## src/rtl/ctrl_pkg.sv

```systemverilog
// Shared encodings for the multi-cycle RV32I controller, datapath muxes and ALU decoder.
package ctrl_pkg;

    localparam logic [6:0] OP_LOAD   = 7'b0000011;
    localparam logic [6:0] OP_STORE  = 7'b0100011;
    localparam logic [6:0] OP_R      = 7'b0110011;
    localparam logic [6:0] OP_I      = 7'b0010011;
    localparam logic [6:0] OP_BRANCH = 7'b1100011;
    localparam logic [6:0] OP_JAL    = 7'b1101111;

    localparam logic [3:0] S_FETCH     = 4'd0;
    localparam logic [3:0] S_DECODE    = 4'd1;
    localparam logic [3:0] S_MEM_ADR   = 4'd2;
    localparam logic [3:0] S_MEM_READ  = 4'd3;
    localparam logic [3:0] S_MEM_WB    = 4'd4;
    localparam logic [3:0] S_MEM_WRITE = 4'd5;
    localparam logic [3:0] S_EXEC_R    = 4'd6;
    localparam logic [3:0] S_EXEC_I    = 4'd7;
    localparam logic [3:0] S_ALU_WB    = 4'd8;
    localparam logic [3:0] S_BRANCH    = 4'd9;
    localparam logic [3:0] S_JAL       = 4'd10;

    localparam logic [1:0] SRCA_PC     = 2'b00;
    localparam logic [1:0] SRCA_OLD_PC = 2'b01;
    localparam logic [1:0] SRCA_RS1    = 2'b10;

    localparam logic [1:0] SRCB_RS2    = 2'b00;
    localparam logic [1:0] SRCB_IMM    = 2'b01;
    localparam logic [1:0] SRCB_FOUR   = 2'b10;

    localparam logic [1:0] ALU_ADD     = 2'b00;
    localparam logic [1:0] ALU_SUB     = 2'b01;
    localparam logic [1:0] ALU_FUNCT   = 2'b10;

    localparam logic [2:0] IMM_I       = 3'b000;
    localparam logic [2:0] IMM_S       = 3'b001;
    localparam logic [2:0] IMM_B       = 3'b010;
    localparam logic [2:0] IMM_J       = 3'b011;

    localparam logic [1:0] RES_ALUOUT  = 2'b00;
    localparam logic [1:0] RES_MEM     = 2'b01;
    localparam logic [1:0] RES_ALU     = 2'b10;

    function automatic logic [2:0] imm_sel(input logic [6:0] op);
        case (op)
            OP_STORE:  imm_sel = IMM_S;
            OP_BRANCH: imm_sel = IMM_B;
            OP_JAL:    imm_sel = IMM_J;
            default:   imm_sel = IMM_I;
        endcase
    endfunction

    function automatic logic is_legal(input logic [6:0] op);
        case (op)
            OP_LOAD, OP_STORE, OP_R, OP_I, OP_BRANCH, OP_JAL: is_legal = 1'b1;
            default: is_legal = 1'b0;
        endcase
    endfunction

endpackage

```

## src/rtl/mc_ctrl_outputs.sv

```systemverilog
// Combinational control word for each sequencer state; everything is held at 0 while
// active is low so no enable can rise during reset.
module mc_ctrl_outputs
    import ctrl_pkg::*;
(
    input  logic       active,
    input  logic [3:0] state,
    input  logic [6:0] opcode,
    input  logic       mem_ready,
    input  logic       zero,
    output logic       mem_req,
    output logic       mem_write,
    output logic       adr_src,
    output logic       ir_write,
    output logic       pc_write,
    output logic       reg_write,
    output logic [1:0] alu_src_a,
    output logic [1:0] alu_src_b,
    output logic [1:0] alu_op,
    output logic [2:0] imm_src,
    output logic [1:0] result_src,
    output logic       illegal_instr,
    output logic       instr_retired
);

    logic pc_update;
    logic branch;

    always_comb begin
        mem_req       = 1'b0;
        mem_write     = 1'b0;
        adr_src       = 1'b0;
        ir_write      = 1'b0;
        pc_write      = 1'b0;
        reg_write     = 1'b0;
        alu_src_a     = SRCA_PC;
        alu_src_b     = SRCB_RS2;
        alu_op        = ALU_ADD;
        imm_src       = IMM_I;
        result_src    = RES_ALUOUT;
        illegal_instr = 1'b0;
        instr_retired = 1'b0;
        pc_update     = 1'b0;
        branch        = 1'b0;
        if (active) begin
            imm_src = imm_sel(opcode);
            case (state)
                S_FETCH: begin
                    mem_req    = 1'b1;
                    alu_src_b  = SRCB_FOUR;
                    result_src = RES_ALU;
                    ir_write   = mem_ready;
                    pc_update  = mem_ready;
                end
                S_DECODE: begin
                    alu_src_a     = SRCA_OLD_PC;
                    alu_src_b     = SRCB_IMM;
                    illegal_instr = !is_legal(opcode);
                end
                S_MEM_ADR: begin
                    alu_src_a = SRCA_RS1;
                    alu_src_b = SRCB_IMM;
                end
                S_MEM_READ: begin
                    mem_req = 1'b1;
                    adr_src = 1'b1;
                end
                S_MEM_WB: begin
                    result_src    = RES_MEM;
                    reg_write     = 1'b1;
                    instr_retired = 1'b1;
                end
                S_MEM_WRITE: begin
                    mem_req       = 1'b1;
                    mem_write     = 1'b1;
                    adr_src       = 1'b1;
                    instr_retired = mem_ready;
                end
                S_EXEC_R: begin
                    alu_src_a = SRCA_RS1;
                    alu_op    = ALU_FUNCT;
                end
                S_EXEC_I: begin
                    alu_src_a = SRCA_RS1;
                    alu_src_b = SRCB_IMM;
                    alu_op    = ALU_FUNCT;
                end
                S_ALU_WB: begin
                    reg_write     = 1'b1;
                    instr_retired = 1'b1;
                end
                S_BRANCH: begin
                    alu_src_a     = SRCA_RS1;
                    alu_op        = ALU_SUB;
                    branch        = 1'b1;
                    instr_retired = 1'b1;
                end
                S_JAL: begin
                    alu_src_a = SRCA_OLD_PC;
                    alu_src_b = SRCB_FOUR;
                    pc_update = 1'b1;
                end
                default: ;
            endcase
            pc_write = pc_update | (branch & zero);
        end
    end

endmodule

```

## src/rtl/multicycle_ctrl_fsm.sv

```systemverilog
// Multi-cycle RV32I sequencer: state register, next-state decode and retired-instruction counter.
// Memory handshake: a request (mem_req with mem_write/adr_src) is held unchanged until the cycle mem_ready is high.
module multicycle_ctrl_fsm
    import ctrl_pkg::*;
#(
    parameter int RETIRE_CNT_W = 32
) (
    input  logic                    clk,
    input  logic                    rst_n,
    input  logic [6:0]              opcode,
    input  logic                    zero,
    input  logic                    mem_ready,
    output logic                    mem_req,
    output logic                    mem_write,
    output logic                    adr_src,
    output logic                    ir_write,
    output logic                    pc_write,
    output logic                    reg_write,
    output logic [1:0]              alu_src_a,
    output logic [1:0]              alu_src_b,
    output logic [1:0]              alu_op,
    output logic [2:0]              imm_src,
    output logic [1:0]              result_src,
    output logic                    illegal_instr,
    output logic                    instr_retired,
    output logic [RETIRE_CNT_W-1:0] retire_count
);

    logic [3:0] state;
    logic [3:0] state_next;

    always_comb begin
        state_next = S_FETCH;
        case (state)
            S_FETCH:     state_next = mem_ready ? S_DECODE : S_FETCH;
            S_DECODE: begin
                case (opcode)
                    OP_LOAD, OP_STORE: state_next = S_MEM_ADR;
                    OP_R:              state_next = S_EXEC_R;
                    OP_I:              state_next = S_EXEC_I;
                    OP_BRANCH:         state_next = S_BRANCH;
                    OP_JAL:            state_next = S_JAL;
                    default:           state_next = S_FETCH;
                endcase
            end
            S_MEM_ADR:   state_next = (opcode == OP_STORE) ? S_MEM_WRITE : S_MEM_READ;
            S_MEM_READ:  state_next = mem_ready ? S_MEM_WB : S_MEM_READ;
            S_MEM_WRITE: state_next = mem_ready ? S_FETCH : S_MEM_WRITE;
            S_EXEC_R,
            S_EXEC_I,
            S_JAL:       state_next = S_ALU_WB;
            default:     state_next = S_FETCH;
        endcase
    end

    always_ff @(posedge clk or negedge rst_n) begin
        if (!rst_n) state <= S_FETCH;
        else        state <= state_next;
    end

    always_ff @(posedge clk or negedge rst_n) begin
        if (!rst_n)             retire_count <= '0;
        else if (instr_retired) retire_count <= retire_count + 1'b1;
    end

    mc_ctrl_outputs u_outputs (
        .active        (rst_n),
        .state         (state),
        .opcode        (opcode),
        .mem_ready     (mem_ready),
        .zero          (zero),
        .mem_req       (mem_req),
        .mem_write     (mem_write),
        .adr_src       (adr_src),
        .ir_write      (ir_write),
        .pc_write      (pc_write),
        .reg_write     (reg_write),
        .alu_src_a     (alu_src_a),
        .alu_src_b     (alu_src_b),
        .alu_op        (alu_op),
        .imm_src       (imm_src),
        .result_src    (result_src),
        .illegal_instr (illegal_instr),
        .instr_retired (instr_retired)
    );

endmodule

```

## config.mk

```make
export PLATFORM = sky130hd
export DESIGN_NAME = multicycle_ctrl_fsm
export DESIGN_NICKNAME = d
export VERILOG_FILES = /design/src/rtl/ctrl_pkg.sv /design/src/rtl/mc_ctrl_outputs.sv /design/src/rtl/multicycle_ctrl_fsm.sv
export SDC_FILE = /design/constraint.sdc
export NUM_CORES = 1
export LEC_CHECK = 0
export BUFFER_PORTS_ARGS = -buffer_cell sky130_fd_sc_hd__buf_2
export CAP_MARGIN = 20
export CORE_MARGIN = 3
export CORE_UTILIZATION = 47
export CTS_CLUSTER_SIZE = 16
export DETAILED_ROUTE_END_ITERATION = 12
export GPL_ROUTABILITY_DRIVEN = 0
export PLACE_DENSITY = 0.84
export SLEW_MARGIN = 20
export SYNTH_ARGS = -nofsm -noshare
export SYNTH_HDL_FRONTEND = slang
export SYNTH_HIERARCHICAL = 1
export SYNTH_SLANG_ARGS = --single-unit
```

## constraint.sdc

```tcl
create_clock -name clk -period 2.2 [get_ports clk]
set_input_delay 0.22 -clock clk [delete_from_list [all_inputs] [get_ports clk]]
set_output_delay 0.22 -clock clk [all_outputs]
set_load 0.1 [all_outputs]
```

==> results of run 1 <==
[layout make-up]
cell class,instances,share of cell area [%]
clock buffer,7,3.18
timing repair buffer,75,21.9
multi-input combinational,169,42.4
inverter,5,0.620
tap,50,2.07
sequential,36,29.9
[routing by layer]
| layer | GRT usage [%] | part of all wire, % | vias to the layer above | wire [um] |
|---|---|---|---|---|
| met5 | 0 | 0 | - | 0 |
| met3 | 5.75 | 5.1 | 6 | 282 |
| met2 | 37.1 | 52 | 62 | 2870 |
| met4 | 3.62 | 0.88 | 0 | 49 |
| met1 | 26.9 | 42 | 952 | 2340 |
| li1 | - | - | 925 | - |
[flip-flops by register name (all words and copies together) (netlist names)]
signal,cells
retire_count,32
state,4
[stage by stage]
stage	hold WS (ns)	cell area [um2]	util (%)	cells	setup WS, ns
final	0.305	3030	72.1	342	0.0604
after global routing	0.310	3030	72.1	342	-0.00634
after CTS	0.301	3020	71.8	341	0.0245
after detailed placement	0.249	2910	69.2	333	0.100
after global placement	0.241	2910	69.2	333	0.201
after floorplan	-0.0756	2270	-	218	-0.744
[where the power goes]
group / switching (W) / total, W / internal, W
sequential: 0.0000573 / 0.000750 / 0.000693
clock: 0.000224 / 0.000503 / 0.000279
combinational: 0.000575 / 0.000816 / 0.000240
total: 0.000857 / 0.00207 / 0.00121
[layout by cell type, fill, tap and decap left out, drive strengths merged, types with 2 or more instances in the layout]
cell,count
nand2b,7
nand3,15
xnor2,28
xor2,8
a21oi,7
a2111oi,2
and3,7
o21ai,2
nand2,16
inv,5
dfrtp,36
nand3b,5
clkbuf,8
nor3,7
nor4,4
and4,3
or2,3
or3,4
and2,3
nand4,14
or3b,3
buf,73
o22ai,2
nor2,14
[worst register-to-register path, cell delays in order (launching register included)]
cell	delay, ns
dfrtp_2	0.48
nand2b_4	0.19
o21a_1	0.13
nor3_4	0.17
buf_4	0.18
nand4_4	0.14
nor4_4	0.18
buf_4	0.20
nand3_1	0.11
xnor2_1	0.17
[cells by family (layout without fill, tap and decap cells)]
logic type	count (synthesis)	in the layout	share of synthesized area [%]
AO/OA/AOI/OAI	20	20	6.48
adder cells (fa/ha/maj)	1	1	0.584
multiplexers	2	2	0.992
other	1	1	0.175
buffers and inverters	13	87	3.50
XOR/XNOR	36	36	14.7
flip-flops	36	36	42.0
AND/OR/NAND/NOR	109	109	31.5
[worst min-delay path by stage]
stage	start	end	slack (ns)
floorplan	rst_n	retire_count[0]	-0.08
detailed placement	rst_n	state[2]	0.25
global route	opcode[4]	state[0]	0.31
finish	opcode[4]	state[0]	0.31
CTS	opcode[4]	state[0]	0.30
global placement	rst_n	state[2]	0.24
[timing repair]
| item | in CTS | in global routing |
|---|---|---|
| setup buffers | 0 | 1 |
| endpoints found under the hold margin | 31 | 0 |
| pin swaps | 0 | 1 |
| setup endpoints to repair | 1 | 9 |
| hold buffers | 1 | 0 |
| gates resized for setup | 1 | 2 |
==> results.yml, run 1 <==
outcome:
  status: "finished clean"
layout:
  drive_gt1_share_pct: 39.0
  fin_nets: 304
  areaGrowthSynthToFinish_pct: 41.3
  n_antenna_cell: 0
  register_area_um2: 905
  fillCellCount: 297
  multiInputGateArea_um2: 1280
global_routing:
  grt_pass1_wl_um: 8910
  grt_pass1_vias: 1845
  grt-ovfl-total: 0
  gr-usage-all-layers_pct: 21.4
  antenna_found_initial: 0
  grt_max_degree: 25
yosys:
  ys.flop_type: "dfrtp_1"
  synth_edf_count: 0
  syn_avg_cell_area_um2: 9.83
  synth_cells: 218
  ys_ff_latch: 36
  synth_most_common_cell: "dfrtp_1"
  async_reset_ff_share_pct: 100
  yosys-top-cells-area: "dfrtp_1 (42%), xnor2_1 (11%), nand3_1 (3.5%)"
  yosys.area.top_type: "dfrtp_1"
  synthesis.nets: 230
  yosysTopAreaCellShare_pct: 42.0
  yosys_warnings: 6
  yosys.cell_types.count: 50
  synth_common_cells: "dfrtp_1 (36), xnor2_1 (28), nand2_1 (16)"
  ys_seq_area_share_pct: 42.0
  synth_area_um2: 2140
power_and_ir_drop:
  p_leak_nw: 1.39
  ir_worst_vdd_mv: 1.15
  power_density_nw_per_um2: 683
  power.total_w: 0.00207
worst_setup_path:
  crit_family: "simple AND/OR/NAND/NOR gates"
  rr_worst_depth: 9
  reg2reg_slack_ns: 0.14
  start_kind: "flip-flop"
  rr_startpoint: "state[2]"
  required_ns: 1.98
  critPathCapture: "ir_write"
  worstPathMaxFanout: 15
  cp_slowest_stage_delay_ns: 0.42
  cp.arrival_ns: 1.92
  worst-path-buf-inv: 2
  cpMaxStageDelayCell: "or3b_4"
  cp.depth: 5
  path_cells: "buf_4 -> or3b_4 -> nor3_4 -> and2_4 -> buf_12"
  end_kind: "primary output"
  crit_type: "reg2out"
  reg2reg_to: "retire_count[26]"
  setup.worst_path.start: "state[0]"
worst_hold_path:
  hold_path_class: "in2reg"
  holdPathStages: 3
timing:
  hold_violations: 0
  drv_slew: 0
  max_freq_ghz: 0.467
  setup_violations: 0
  tns_ns: 0
  clock_skew_ns: 0.00811
  final.min_clock_period_ns: 2.14
  post-route-period-util_pct: 97.3
clock_tree:
  clockBufferDepth: 2
  ctsHtreeMaxLevel: 2
  clk_pin_slew_worst_paths_ns: 0.07
  clk-insertion-delay-late_ns: 0.29
  cts-buffers-inserted: 5
  cts.root.buffer_cell: "clkbuf_8"
  cts_tree: "done"
  clkSinkCount: 36
die:
  die_width_um: 73.5
  io_pins: 62
  fp.coreArea_um2: 4200
  num_rows: 23
  fp.dieH_um: 73.5
  die_area_um2: 5410
  initial_core_util_pct: 51.0
detailed_routing:
  viasPerCell: 5.69
  avgRoutedWirePerCell_um: 16.2
  drt.antenna.violating_nets: 0
  dr.pass1.iters: 4
  num_vias: 1945
  wl_um: 5550
  drc: 0
  drt_iter0_drc: 100
placement:
  io_buffer_count: 60
  dp_hpwl_um: 4160
run:
  cap_viol_max_count: 0
Note: power is estimated with default switching activity, not from simulation.
==> run 2: changes to the inputs <==
Settings changed: CORE_MARGIN 3 to 4, CORE_UTILIZATION 47 to 50, SYNTH_HIERARCHICAL 1 to default.
Clock period 2.2 ns to 2.1 ns, I/O delays scaled along.
==> results.yml, run 2 <==
clock_tree:
  ctsHtreeMaxLevel: 2
  cts_tree: "done"
  clkSinkCount: 36
  clk_pin_slew_worst_paths_ns: 0.08
  clockBufferDepth: 2
  cts.root.buffer_cell: "clkbuf_8"
  cts-buffers-inserted: 5
  clk-insertion-delay-late_ns: 0.29
power_and_ir_drop:
  switching_power_w: 0.000658
  pwr-share-seq_pct: 40.3
  p_clk_share_pct: 33.0
  power.total_w: 0.00187
  p_int_w: 0.00121
  ir_worst_vdd_mv: 0.382
  pwr-share-comb_pct: 26.6
  power_density_nw_per_um2: 582
  p_leak_nw: 1.54
  switching_share_pct: 35.3
yosys:
  yosys.cell_types.count: 51
  yosys-top-cells-area: "dfrtp_1 (38%), xor2_1 (11%), nor4_2 (9.0%)"
  synthesis.nets: 236
  yosysTopAreaCellShare_pct: 38.0
  syn_avg_cell_area_um2: 10.6
  ys_ff_latch: 36
  synth_area_um2: 2370
  async_reset_ff_share_pct: 100
  synth_edf_count: 0
  ys_seq_area_share_pct: 38.0
  synth_common_cells: "dfrtp_1 (36), xor2_1 (31), nor4_2 (17)"
  yosys.area.top_type: "dfrtp_1"
  ys.flop_type: "dfrtp_1"
  synth_most_common_cell: "dfrtp_1"
  yosys_warnings: 0
  synth_cells: 224
timing:
  holdWs_ns: 0.137
  max_freq_ghz: 0.493
  hold_violations: 0
  drv_slew: 0
  post-route-period-util_pct: 96.7
  clock_skew_ns: 0.00871
  rsz0062_at_grt: "false"
  setup_violations: 0
  final.min_clock_period_ns: 2.03
layout:
  final_cell_mix: "buf_2 (43), xor2_1 (31), dfrtp_2 (24)"
  final_util_pct: 71.7
  layout.cells.non_filler: 339
  fin_area_um2: 3210
  fin_nets: 298
  reg_top3: "retire_count (32), state (4)"
  areaGrowthSynthToFinish_pct: 35.3
  largest-register: "retire_count"
  n_antenna_cell: 0
  largest_reg_flops: 32
  final_common_cell: "buf_2"
  drive_gt1_share_pct: 51.2
worst_setup_path:
  crit_family: "flip-flops"
  start_kind: "flip-flop"
  required_ns: 1.89
  setup.worst_path.start: "state[2]"
  end_kind: "primary output"
  worstPathMaxFanout: 13
  path_cells: "or3b_2 -> a21oi_1 -> a21o_4 -> buf_12"
  cpMaxStageDelayCell: "dfrtp_2"
  crit_type: "reg2out"
  rr_startpoint: "state[2]"
  cp.arrival_ns: 1.82
  worst-path-buf-inv: 1
  cp_slowest_stage_delay_ns: 0.53
placement:
  io_buffer_count: 60
  place_area_um2: 3080
  dp_hpwl_um: 3880
  place_inst: 330
detailed_routing:
  viasPerCell: 5.69
  drt.antenna.violating_nets: 0
  drc: 0
  drt_iter0_drc: 125
  dr.pass1.iters: 4
  num_vias: 1929
  avgRoutedWirePerCell_um: 15.9
  wl_um: 5380
global_routing:
  gr-max-usage-layer: "met2"
  grt_max_degree: 32
  antenna_found_initial: 0
  gr-usage-all-layers_pct: 18.7
  grt_pass1_vias: 1942
  use_met3_pct: 6.44
  grt_pass1_wl_um: 9070
  grt-ovfl-total: 0
  use_met2_pct: 30.0
  met1_usage_pct: 23.3
die:
  io_pins: 62
  num_rows: 24
  fp.dieH_um: 76.8
  die_area_um2: 5910
  initial_core_util_pct: 53.0
  die_width_um: 76.8
  fp.coreArea_um2: 4470
run:
  cap_viol_max_count: 0
worst_hold_path:
  hold_path_class: "in2async"
outcome:
  status: "finished clean"
## run 2: cell types whose count changed in the layout (fill, tap and decap cells not counted), sizes merged, moves of 3 or more
cell / delta
buf: -4
xnor2: -27
nor2b: +4
nor2: -5
xor2: +23
and4: +4
or3: -4
nor4: +18
nand4: -8
clkbuf: -3
nand3: -4
nand3b: -3
nor4b: +3
## run 2: worst reg2reg max path: stages (launching register included)
cell and delay (ns):
dfrtp_2 0.53, nand2b_1 0.29, o21a_4 0.23, buf_12 0.19, nor4_2 0.34, xor2_1 0.17
## run 2: final timing paths
path                            slack (ns)               end  cells past startpoint
worst max-delay path                  0.07          pc_write                      4
worst min-delay path                  0.14  retire_count[29]                      2
worst max register to register        0.28  retire_count[10]                      5
worst min register to register        0.46  retire_count[31]                      1
max in group asynchronous             1.37          state[3]                      2
min in group clk                      0.24          state[0]                      3
## run 2: cells by family (layout without fill, tap and decap cells)
group / Yosys count / in the layout / synth area share (%)
xor gates and xnor gates: 32 / 32 / 11.8
other: 1 / 1 / 0.158
adders and majority gates: 1 / 1 / 0.528
DFF: 36 / 36 / 38.0
buffers and inverters: 19 / 82 / 5.49
AOI/OAI and AO/OA: 18 / 18 / 5.23
and+or+nand+nor: 114 / 114 / 37.4
muxes: 3 / 3 / 1.32
## run 2: through the flow
step                TNS [ns]  setup WS [ns]
floorplan              -1.47         -0.504
global route               0        0.00391
detailed placement         0          0.191
CTS                        0         0.0213
finish                     0         0.0701
global placement           0          0.294
## run 2: what timing repair did
item	CTS	global route
setup buffers	0	0
endpoints found under the setup margin	2	3
hold endpoints to repair	5	0
hold buffers	1	0
resized for setup	1	3
## run 2: metal layers
metal / up-vias / part of all wire [%]
met5: - / 0
met2: 64 / 47
met3: 5 / 6.5
met4: 0 / 1.1
met1: 931 / 45
li1: 929 / -
## run 2: power by group through the flow
stage,Sequential (W),Combinational [W],Clock (W)
after floorplan,0.000894,0.000225,0
after global routing,0.000756,0.000522,0.000664
after detailed placement,0.000765,0.000497,0
after global placement,0.000765,0.000491,0
final,0.000752,0.000497,0.000616
after CTS,0.000752,0.000500,0.000623
## run 2: area by class of cell
type	instances	area [um2]
clock buffer	5	68.8
fill	314	1270
sequential	36	931
multi-input combinational	169	1440
inverter	4	15.0
timing repair buffer	70	646
clock inverter	3	42.5
tap	52	65.1
==> run 3: changes to the inputs <==
Settings changed: CORE_UTILIZATION 50 to 49, SYNTH_HIERARCHICAL from default to 1.
==> results.yml, run 3 (synthesized netlist as in run 1, its figures left out) <==
outcome:
  status: "finished clean"
placement:
  place_inst: 334
  io_buffer_count: 60
  place_area_um2: 2940
  dp_hpwl_um: 4010
  pre_cts_ws_ns: 0.0445
layout:
  largest-register: "retire_count"
  reg_top3: "retire_count (32), state (4)"
  largest_reg_flops: 32
  final_util_pct: 74.7
  fin_nets: 305
  areaGrowthSynthToFinish_pct: 43.4
  final_cell_mix: "buf_2 (43), dfrtp_1 (33), xnor2_1 (27)"
  fin_area_um2: 3070
  layout.cells.non_filler: 343
  n_antenna_cell: 0
  final_common_cell: "buf_2"
  drive_gt1_share_pct: 39.9
clock_tree:
  clk_pin_slew_worst_paths_ns: 0.07
  cts_tree: "done"
  cts.root.buffer_cell: "clkbuf_8"
  ctsHtreeMaxLevel: 2
  clk-insertion-delay-late_ns: 0.28
  clkSinkCount: 36
  clockBufferDepth: 2
  cts-buffers-inserted: 5
timing:
  final.min_clock_period_ns: 2.04
  worst_slack_ns: 0.0625
  rsz0062_at_grt: "true"
  holdWs_ns: 0.0438
  hold_violations: 0
  clock_skew_ns: 0.00365
  post-route-period-util_pct: 97.0
  setup_violations: 0
  drv_slew: 0
  max_freq_ghz: 0.491
global_routing:
  antenna_found_initial: 0
  gr-usage-all-layers_pct: 20.9
  grt_pass1_vias: 1843
  grt_pass1_wl_um: 8840
  grt_max_degree: 30
  grt-ovfl-total: 0
die:
  die_width_um: 74.1
  die_area_um2: 5500
  num_rows: 23
  initial_core_util_pct: 52.1
  fp.dieH_um: 74.1
  fp.coreArea_um2: 4120
  io_pins: 62
worst_setup_path:
  crit_type: "reg2out"
  start_kind: "flip-flop"
  required_ns: 1.89
  end_kind: "primary output"
  cp.arrival_ns: 1.83
  worstPathMaxFanout: 18
detailed_routing:
  avgRoutedWirePerCell_um: 15.6
  num_vias: 1939
  dr.pass1.iters: 4
  drc: 0
  drt.antenna.violating_nets: 0
  wl_um: 5350
  viasPerCell: 5.65
  drt_iter0_drc: 172
power_and_ir_drop:
  p_leak_nw: 1.41
  ir_worst_vdd_mv: 0.943
  power_density_nw_per_um2: 710
worst_hold_path:
  hold_path_class: "in2async"
run:
  cap_viol_max_count: 0
==> run 3: metrics by stage <==
| step | setup TNS, ns | total power [W] |
|---|---|---|
| after floorplan | -22.09 | 0.00141 |
| after global placement | 0 | 0.00164 |
| after detailed placement | 0 | 0.00166 |
| after CTS | 0 | 0.00218 |
| after global routing | -0.00923 | 0.00227 |
| final | 0 | 0.00218 |
==> run 3: critical path: stages (launching register included) <==
cell     delay (ns)
dfrtp_2        0.41
buf_4          0.14
buf_4          0.20
or3b_4         0.43
a21oi_4        0.18
buf_12         0.19
==> run 3: cell type report <==
| type | instances | area [um2] |
|---|---|---|
| multi-input cells | 169 | 1310 |
| repair buffers | 76 | 682 |
| inverters | 5 | 18.8 |
| well taps | 50 | 62.6 |
| flip-flops and latches | 36 | 905 |
| fillers | 272 | 1040 |
| clock buffers | 7 | 96.3 |
==> run 3: report_power, final <==
group / total, W / internal, W / leakage (nW) / switching, W
logic: 0.000884 / 0.000273 / 0.869 / 0.000611
clock network: 0.000517 / 0.000292 / 0.0503 / 0.000225
registers: 0.000782 / 0.000726 / 0.487 / 0.0000558
total: 0.00218 / 0.00129 / 1.41 / 0.000892
==> run 3: metal layers <==
metal	up-vias	track usage [%]	wire (um)
met5	-	0	0
met4	0	6.44	51
met3	5	4.46	284
met2	60	35.1	2710
met1	948	27.2	2310
li1	926	-	-
==> run 3: repair_timing <==
action	CTS	global route
endpoints found under the setup margin	3	23
hold buffers	1	0
hold endpoints to repair	7	0
pin swaps	1	2
resized for setup	1	4
buffers inserted	0	1
==> run 3: worst paths after layout <==
| kind | from | endpoint | slack [ns] | cells past startpoint |
|---|---|---|---|---|
| worst max-delay path | state[3] | alu_src_a[0] | 0.06 | 5 |
| worst min-delay path | rst_n | retire_count[25] | 0.04 | 2 |
| worst max register to register | state[3] | retire_count[24] | 0.11 | 9 |
| worst min register to register | retire_count[31] | retire_count[31] | 0.48 | 1 |
| max in group asynchronous | rst_n | state[2] | 1.36 | 2 |
| min in group clk | opcode[4] | state[0] | 0.30 | 3 |
